===== src/rtl/e203_ifu_bhtbpu.sv =====
// IFU dynamic branch predictor: 2-bit counter BHT with static fallback, JALR
// dependency handling and the one-shot regfile rs1 read. Optional RAS via E203_BPU_RAS_EN.
module e203_ifu_bhtbpu #(
    parameter int PC_W      = 32,
    parameter int BHT_IDX_W = 6,
    parameter int RAS_DEPTH = 4
) (
    input  logic            clk,
    input  logic            rst_n,
    input  logic [PC_W-1:0] pc,
    input  logic            dec_i_valid,
    input  logic            dec_i_fire,
    input  logic            dec_jal,
    input  logic            dec_jalr,
    input  logic            dec_bxx,
    input  logic            dec_rv32,
    input  logic [PC_W-1:0] dec_bjp_imm,
    input  logic [4:0]      dec_jalr_rs1idx,
    input  logic [4:0]      dec_rdidx,
    input  logic            oitf_empty,
    input  logic            ir_empty,
    input  logic            ir_rs1en,
    input  logic            ir_valid_clr,
    input  logic            jalr_rs1idx_cam_irrdidx,
    input  logic [PC_W-1:0] rf2bpu_x1,
    input  logic [PC_W-1:0] rf2bpu_rs1,
    input  logic            upd_valid,
    input  logic [PC_W-1:0] upd_pc,
    input  logic            upd_taken,
    output logic            bpu_wait,
    output logic            prdt_taken,
    output logic [PC_W-1:0] prdt_pc_add_op1,
    output logic [PC_W-1:0] prdt_pc_add_op2,
    output logic            bpu2rf_rs1_ena
);

    localparam int BHT_N = 1 << BHT_IDX_W;

    typedef enum logic {
        RDRF_IDLE,
        RDRF_READ
    } rdrf_state_e;

    // ------------------------------------------------------------------
    // Branch history table
    // ------------------------------------------------------------------
    logic [BHT_N-1:0]     bht_vld;
    logic [1:0]           bht_ctr [BHT_N];
    logic [BHT_IDX_W-1:0] lkp_idx;
    logic [BHT_IDX_W-1:0] upd_idx;
    logic [1:0]           upd_ctr_nxt;
    logic                 bxx_taken;

    assign lkp_idx = pc[BHT_IDX_W+1:2];
    assign upd_idx = upd_pc[BHT_IDX_W+1:2];

    // Untrained entries fall back to backward-taken / forward-not-taken.
    assign bxx_taken = bht_vld[lkp_idx] ? bht_ctr[lkp_idx][1] : dec_bjp_imm[PC_W-1];

    always_comb begin
        upd_ctr_nxt = bht_ctr[upd_idx];
        if (!bht_vld[upd_idx]) begin
            upd_ctr_nxt = upd_taken ? 2'b10 : 2'b01;
        end else if (upd_taken) begin
            if (bht_ctr[upd_idx] != 2'b11) upd_ctr_nxt = bht_ctr[upd_idx] + 2'b01;
        end else begin
            if (bht_ctr[upd_idx] != 2'b00) upd_ctr_nxt = bht_ctr[upd_idx] - 2'b01;
        end
    end

    // NOTE: sequential state uses non-blocking assignments so every flop samples pre-edge values.
    always_ff @(posedge clk) begin
        if (!rst_n) begin
            bht_vld <= '0;
            for (int i = 0; i < BHT_N; i++) bht_ctr[i] <= 2'b01;
        end else if (upd_valid) begin
            bht_vld[upd_idx] <= 1'b1;
            bht_ctr[upd_idx] <= upd_ctr_nxt;
        end
    end

    // ------------------------------------------------------------------
    // JALR source classification
    // ------------------------------------------------------------------
    logic rs1x0;
    logic rs1x1;
    logic rs1xn;
    logic ras_hit;
    logic [PC_W-1:0] ras_top;

    assign rs1x0 = (dec_jalr_rs1idx == 5'd0);
    assign rs1x1 = (dec_jalr_rs1idx == 5'd1);
    assign rs1xn = ~rs1x0 & ~rs1x1;

`ifdef E203_BPU_RAS_EN
    // ------------------------------------------------------------------
    // Return-address stack: circular buffer, ras_ptr is the next write slot
    // ------------------------------------------------------------------
    localparam int RAS_PTR_W = (RAS_DEPTH > 1) ? $clog2(RAS_DEPTH) : 1;
    localparam int RAS_CNT_W = $clog2(RAS_DEPTH + 1);

    logic [PC_W-1:0]      ras_mem [RAS_DEPTH];
    logic [RAS_PTR_W-1:0] ras_ptr;
    logic [RAS_PTR_W-1:0] ras_top_idx;
    logic [RAS_CNT_W-1:0] ras_cnt;
    logic                 rd_link;
    logic                 rs1_link;
    logic                 ras_push;
    logic                 ras_pop;
    logic [PC_W-1:0]      ras_push_val;

    assign rd_link      = (dec_rdidx == 5'd1) | (dec_rdidx == 5'd5);
    assign rs1_link     = (dec_jalr_rs1idx == 5'd1) | (dec_jalr_rs1idx == 5'd5);
    assign ras_top_idx  = ras_ptr - 1'b1;
    assign ras_top      = ras_mem[ras_top_idx];
    assign ras_hit      = dec_i_valid & dec_jalr & rs1_link & (ras_cnt != '0);
    assign ras_pop      = dec_i_fire & ras_hit;
    assign ras_push     = dec_i_valid & dec_i_fire & (dec_jal | dec_jalr) & rd_link;
    assign ras_push_val = pc + (dec_rv32 ? PC_W'(4) : PC_W'(2));

    always_ff @(posedge clk) begin
        if (!rst_n) begin
            ras_ptr <= '0;
            ras_cnt <= '0;
        end else begin
            case ({ras_pop, ras_push})
                2'b10: begin
                    ras_ptr <= ras_top_idx;
                    ras_cnt <= ras_cnt - 1'b1;
                end
                2'b01: begin
                    ras_ptr <= ras_ptr + 1'b1;
                    if (ras_cnt != RAS_CNT_W'(RAS_DEPTH)) ras_cnt <= ras_cnt + 1'b1;
                end
                default: ;  // pop+push replaces the top in place
            endcase
        end
    end

    // NOTE: storage arrays are not reset; ras_cnt guards every read, so reset only costs area.
    always_ff @(posedge clk) begin
        if (ras_push) begin
            if (ras_pop) ras_mem[ras_top_idx] <= ras_push_val;
            else         ras_mem[ras_ptr]     <= ras_push_val;
        end
    end
`else
    logic unused_ras_inputs;

    assign ras_hit           = 1'b0;
    assign ras_top           = '0;
    assign unused_ras_inputs = ^{dec_i_fire, dec_rv32, dec_rdidx, RAS_DEPTH[0]};
`endif

    // ------------------------------------------------------------------
    // JALR dependency detection and one-shot rs1 read
    // ------------------------------------------------------------------
    logic        x1_dep;
    logic        xn_dep;
    logic        xn_dep_ir_clr;
    logic        rdrf_set;
    rdrf_state_e rdrf_state;
    rdrf_state_e rdrf_state_nxt;

    assign x1_dep = dec_i_valid & dec_jalr & rs1x1 & ~ras_hit
                  & (~oitf_empty | jalr_rs1idx_cam_irrdidx);
    assign xn_dep = dec_i_valid & dec_jalr & rs1xn & ~ras_hit
                  & (~oitf_empty | ~ir_empty);
    // The IR producer is leaving or does not read rs1, so the read may start now.
    assign xn_dep_ir_clr = xn_dep & oitf_empty & ~ir_empty & (ir_valid_clr | ~ir_rs1en);

    always_ff @(posedge clk) begin
        if (!rst_n) rdrf_state <= RDRF_IDLE;
        else        rdrf_state <= rdrf_state_nxt;
    end

    always_comb begin
        rdrf_state_nxt = rdrf_state;
        rdrf_set       = 1'b0;
        case (rdrf_state)
            RDRF_IDLE: begin
                if (dec_i_valid & dec_jalr & rs1xn & ~ras_hit & (~xn_dep | xn_dep_ir_clr)) begin
                    rdrf_set       = 1'b1;
                    rdrf_state_nxt = RDRF_READ;
                end
            end
            RDRF_READ: rdrf_state_nxt = RDRF_IDLE;
            default:   rdrf_state_nxt = RDRF_IDLE;
        endcase
    end

    assign bpu2rf_rs1_ena = rdrf_set;
    assign bpu_wait       = x1_dep | xn_dep | rdrf_set;

    // ------------------------------------------------------------------
    // Prediction and next-PC adder operands
    // ------------------------------------------------------------------
    assign prdt_taken = dec_jal | dec_jalr | (dec_bxx & bxx_taken);

    // NOTE: every combinational output gets a default first so no latch is inferred.
    always_comb begin
        prdt_pc_add_op1 = rf2bpu_rs1;
        if (dec_bxx | dec_jal) prdt_pc_add_op1 = pc;
        else if (rs1x0)        prdt_pc_add_op1 = '0;
        else if (ras_hit)      prdt_pc_add_op1 = ras_top;
        else if (rs1x1)        prdt_pc_add_op1 = rf2bpu_x1;
    end

    assign prdt_pc_add_op2 = dec_bjp_imm;

    logic unused_upd_pc;
    assign unused_upd_pc = ^{upd_pc[PC_W-1:BHT_IDX_W+2], upd_pc[1:0]};

endmodule


===== config.mk =====
export PLATFORM = sky130hd
export DESIGN_NAME = e203_ifu_bhtbpu
export DESIGN_NICKNAME = d
export VERILOG_FILES = /design/src/rtl/e203_ifu_bhtbpu.sv
export SDC_FILE = /design/constraint.sdc
export NUM_CORES = 1
export LEC_CHECK = 0
export BUFFER_PORTS_ARGS = -buffer_cell sky130_fd_sc_hd__buf_2
export CELL_PAD_IN_SITES_DETAIL_PLACEMENT = 0
export CELL_PAD_IN_SITES_GLOBAL_PLACEMENT = 1
export CORE_UTILIZATION = 37
export CTS_CLUSTER_SIZE = 30
export DETAILED_ROUTE_END_ITERATION = 6
export HOLD_SLACK_MARGIN = 0.15
export PLACE_DENSITY = 0.8
export SYNTH_ARGS = -nofsm -noshare
export SYNTH_HDL_FRONTEND = slang
export SYNTH_SLANG_ARGS = --single-unit

===== constraint.sdc =====
create_clock -name clk -period 3.5 [get_ports clk]
set_clock_uncertainty 0.2 [all_clocks]
set_input_delay 0.7 -clock clk [delete_from_list [all_inputs] [get_ports clk]]
set_output_delay 0.7 -clock clk [all_outputs]
set_load 0.02 [all_outputs]

* Word-level counts from Yosys, hierarchy flattened
Memory sizes are Yosys's and may differ from the RTL's.
Index checks and enable logic that the tools add are counted.
** Word-level totals
- Register bits :: 65
- RAM bits :: 128
- Output and inout port bits :: 67
- Input bits :: 185
- Logic and storage cells :: 67
- Memories kept :: 1
** Memories
- bht_ctr :: words 64, width 2, rd ports 2, clocked after Yosys merged registers in 0, write ports 64, line 48 : logic [1:0] bht_ctr [BHT_N];
** Operators by class
- Add/sub/neg operators :: 2
- Reduce and logical (&&, ||, !) cells :: 4
- Muxes and demuxes :: 25
- Equal/unequal tests :: 2
- Order comparisons :: 3
- Bitwise logic cells :: 28
** Operators by type and width (number)
- 32-bit 2-to-1 mux :: 3
- 64-bit OR :: 1
- 6-bit by 7-bit < comparator with 1-bit output, second input constant :: 2
- 1-bit binary-select mux with 6-bit select :: 2
- 2-bit 2-to-1 mux :: 6
- 1-bit bitwise AND :: 11
- 1-bit 2-to-1 mux :: 11
- 1-bit OR :: 9
- 1-bit inverter :: 7
- 1-bit demux with 6-bit select :: 1
- 6-bit by 1-bit greater-or-equal comparator with 1-bit output, second input constant :: 1
- 6-bit 2-to-1 mux :: 1
- 5-bit by 1-bit == test with 1-bit output, second input constant :: 1
- 5-bit zero test :: 1
- 2-bit by 1-bit adder with 2-bit output, second input constant :: 1
- 2-bit != test, second input constant :: 1
- 1-bit case mux with 2 select lines :: 1
- 2-bit nonzero test :: 1
- 2-bit OR reduction :: 1
- 2-bit by 1-bit subtractor with 2-bit output, second input constant :: 1
- 1-bit logical AND :: 1

* Depth between registers and ports, before layout
- Depth after elaboration :: 13
- Gate-level depth with buffers :: 12
- Mapped depth without buffers :: 8

* Least setup slack after synthesis
OpenSTA, ideal clock, no wires.
- Kind :: input to output
- Start :: input pc[2]
- End :: output prdt_taken
- Path buffers :: 4
- Stages on the path :: 11
- Arrival time :: 2.864 ns
- Data required time :: 2.600 ns
- Path slack :: -0.264 ns
- Path through :: buf_4 -> buf_4 -> buf_4 -> buf_2 -> mux2i_1 -> a221oi_1 -> nor2_1 -> o2111ai_1 -> and3_1 -> nand3_1 -> o21ai_0
** On the way
- Word-level cells in the longest chain between the ends :: 5
- Elaborated cells between the ends (all ways) :: 6
- Classes of those cells :: mux (3); bitwise (2); memory (1)
** RTL lines
- start: declaration :: line 10 : input logic [PC_W-1:0] pc,
- 1-bit binary-select mux with 6-bit select :: line 58 : assign bxx_taken = bht_vld[lkp_idx] ? bht_ctr[lkp_idx][1] : dec_bjp_imm[PC_W-1];
- 1-bit 2-to-1 mux (implied by the code) :: line 58
- 1-bit 2-to-1 mux * :: line 58
- 1-bit bitwise AND * :: line 198 : assign prdt_taken = dec_jal | dec_jalr | (dec_bxx & bxx_taken);
- 1-bit OR * :: line 198
- end: declaration :: line 31 : output logic prdt_taken,
Every way passes the cells marked *; elsewhere a longest branch is shown, timed or not. The select of a mux whose other input is x is not followed.

* Worst setup path after layout
Ends and elaborated chain as after synthesis.

==> reports/results.txt <==
status: complete, but fails checks
failing checks: negative setup slack
fillcell total: 2733
clock sink count: 193
f_max: 269.8 MHz
DR top layer: met4
multi-input combinational cell area: 5012 um2
DIE HEIGHT: 173.6 um
Avg Inst Size Synth: 9.481 um2
Ys Warns: 0
FF/Latch Area: 5145 um2
iteration-0 DRC count of the detailed router: 895
crit path max fanout: 5
H-tree depth: 4
initial antenna violation count: 0
Core Area: 28860 um2
Least-Margin Pin Slew: 704.6 ps
maxcap violations: 0
I/O Buffers: 156
fin crit period: 3706 ps
Synth area leaders: edfxtp_1, dfxtp_1, nand2_1
Skew-Pair Late Insertion Delay: 440 ps
Met2 Routed Length: 17650 um
fraction of registers with async set/reset: 0
Setup WS pre-CTS: -349.4 ps
DRC Markers: 0
Util after Layout: 0.4515
dpl hpwl: 27230 um
fin nets: 1469
cells along the critical path: buf_12 -> buf_12 -> mux4_2 -> mux4_2 -> nand2_2 -> nand2_2 -> a221oi_2 -> buf_4 -> a311oi_2 -> o21ai_2 -> buf_6
post-route cell area: 13030 um2
Post-Synthesis Cells: 1149
count leader, synth: nand2_1
largest net degree at the start of global routing: 130
CP required: 2600 ps
largest area contributor in the netlist: edfxtp_1
Rel. slew slack: 0.5302
GRT Total Usage: 0.2413
CTS Buffer Depth: 2
hold slack: 258.6 ps
initial core utilization: 0.3775
CP max-delay cell: mux4_2
Synth Cell Area: 10890 um2
Seq/Total Area, Yosys: 0.4723
total grt overflow: 0
first-pass GRT wire length: 54510 um
layout cells sized above 1: 0.2699
M1 WL: 14380 um
area grow syn2layout: 19.60%
ant diodes: 0
Final ANT Viol Nets: 0
CP max stage delay: 520 ps
number of flops mapped to enable cells by yosys: 128
worst path bufs/invs: 4
CTS root buffer: clkbuf_16
CTS Buf Count: 17
post-route setup slack: -206.0 ps
Worst Setup Path Type: input port to output port
Worst Path Arrival: 2810 ps
Die ar.: 30130 um2
worst reg-to-reg setup slack: 660 ps
Pwr Density: 417.9 nW/um2
Tcrit/Tclk final: 1.059
CTS hold repair buffers: 0
Reg clk slew, reported paths: 70 ps
Die Wd: 173.6 um
CTS tree: built
Vias: 9561
io pins: 252
Net Count, Synth: 1334
Startpoint Class: input port
wire length on met3: 3586 um
RSZ-0062 raised after global routing: true
total power: 5.445 mW
Hold WC Path Type: register to register
final setup vio count: 1
wire per inst: 21.63 um
Critical Path End Type: output port
area fraction of the dominant cell type after synthesis: 0.3528
Final GP Congestion: 0.9575
Unique masters post-synth: 52
total wire length: 36360 um
max-slew violation total from the final report: 0
vias in the first global route: 9034
top cell family by delay on the critical path: multiplexers
FP Rows: 62
VDD IR max: 0.0002888 V
Leak: 5.404 nW
top cells by count, synth: nand2_1, edfxtp_1, nor2_1
FF+latch count, synth: 193
Post-Place Cell Area: 12300 um2
Final Hold Viols: 0
TritonRoute pass-1 iters: 5
Synth Flop Type: edfxtp_1
vias per std cell: 5.688
-- tightest hold or removal path, stage by stage (launching register included) --
cell and delay (ps):
dfxtp_1 320, nand2_1 60, nand2_1 40
-- layout by cell type (no fill, tap or decap), types with 5 or more instances in the layout --
cell type / count
clkbuf_16: 17
nand2_1: 296
mux2_2: 9
dfxtp_1: 65
buf_2: 152
a22o_1: 5
edfxtp_1: 128
a221oi_1: 22
nor3_1: 5
buf_4: 82
mux2i_1: 54
o22ai_1: 28
nor2_1: 86
o21ai_0: 36
and3_1: 36
o211ai_1: 5
nand3_1: 70
inv_1: 5
buf_12: 17
mux4_2: 32
a21oi_1: 38
a22oi_1: 25
-- sequential cells by signal (all words and copies together) (netlist names) --
signal	count
bht_ctr	128
bht_vld	64
rdrf_state	1
-- power breakdown --
| group | switching, mW | internal (mW) |
|---|---|---|
| Combinational | 0.547 | 0.337 |
| Clock | 0.914 | 1.16 |
| Sequential | 0.0281 | 2.46 |
-- cells by family (layout without fill, tap and decap cells) --
logic type / count (synthesis) / after routing / share of synthesized area
and+or+nand+nor: 529 / 529 / 0.2095
DFF: 193 / 193 / 0.4723
AOI/OAI and AO/OA: 190 / 190 / 0.1186
buffers and inverters: 142 / 290 / 0.07454
muxes: 95 / 95 / 0.1251
-- worst paths after layout --
check	from	to	cells past startpoint
worst min register to register	bht_vld[40]	bht_vld[40]	2
worst max register to register	bht_vld[18]	bht_ctr[41][0]	9
worst min-delay path	bht_vld[40]	bht_vld[40]	2
worst max-delay path	pc[2]	prdt_taken	11
-- metrics by stage --
step / TNS (ps) / std cells
global placement: -311.1 / 1647
global route: -272.6 / 1681
detailed placement: -1397 / 1647
CTS: -200.1 / 1681
floorplan: 0 / 1149
finish: -206.0 / 1681
-- layout make-up --
cell class              count  share of cell area
clock buffers              18             0.03370
clock inverters            14             0.01373
inverters                   5            0.001440
multi-input cells         814              0.3847
well taps                 384             0.03687
repair buffers            253              0.1347
flip-flops and latches    193              0.3949
-- per-layer routing --
metal	up-vias	GRT usage
li1	4400	-
met1	4553	0.3097
met2	547	0.4048
met3	61	0.05658
met4	0	0.06981
met5	-	0
-- what timing repair did --
item,in CTS,in global routing
pin swaps,4,2
gates cloned,1,0
resized for setup,14,6
buffers inserted,1,0
setup endpoints to repair,1,1
No activity file was read; power rests on OpenSTA's default activity.
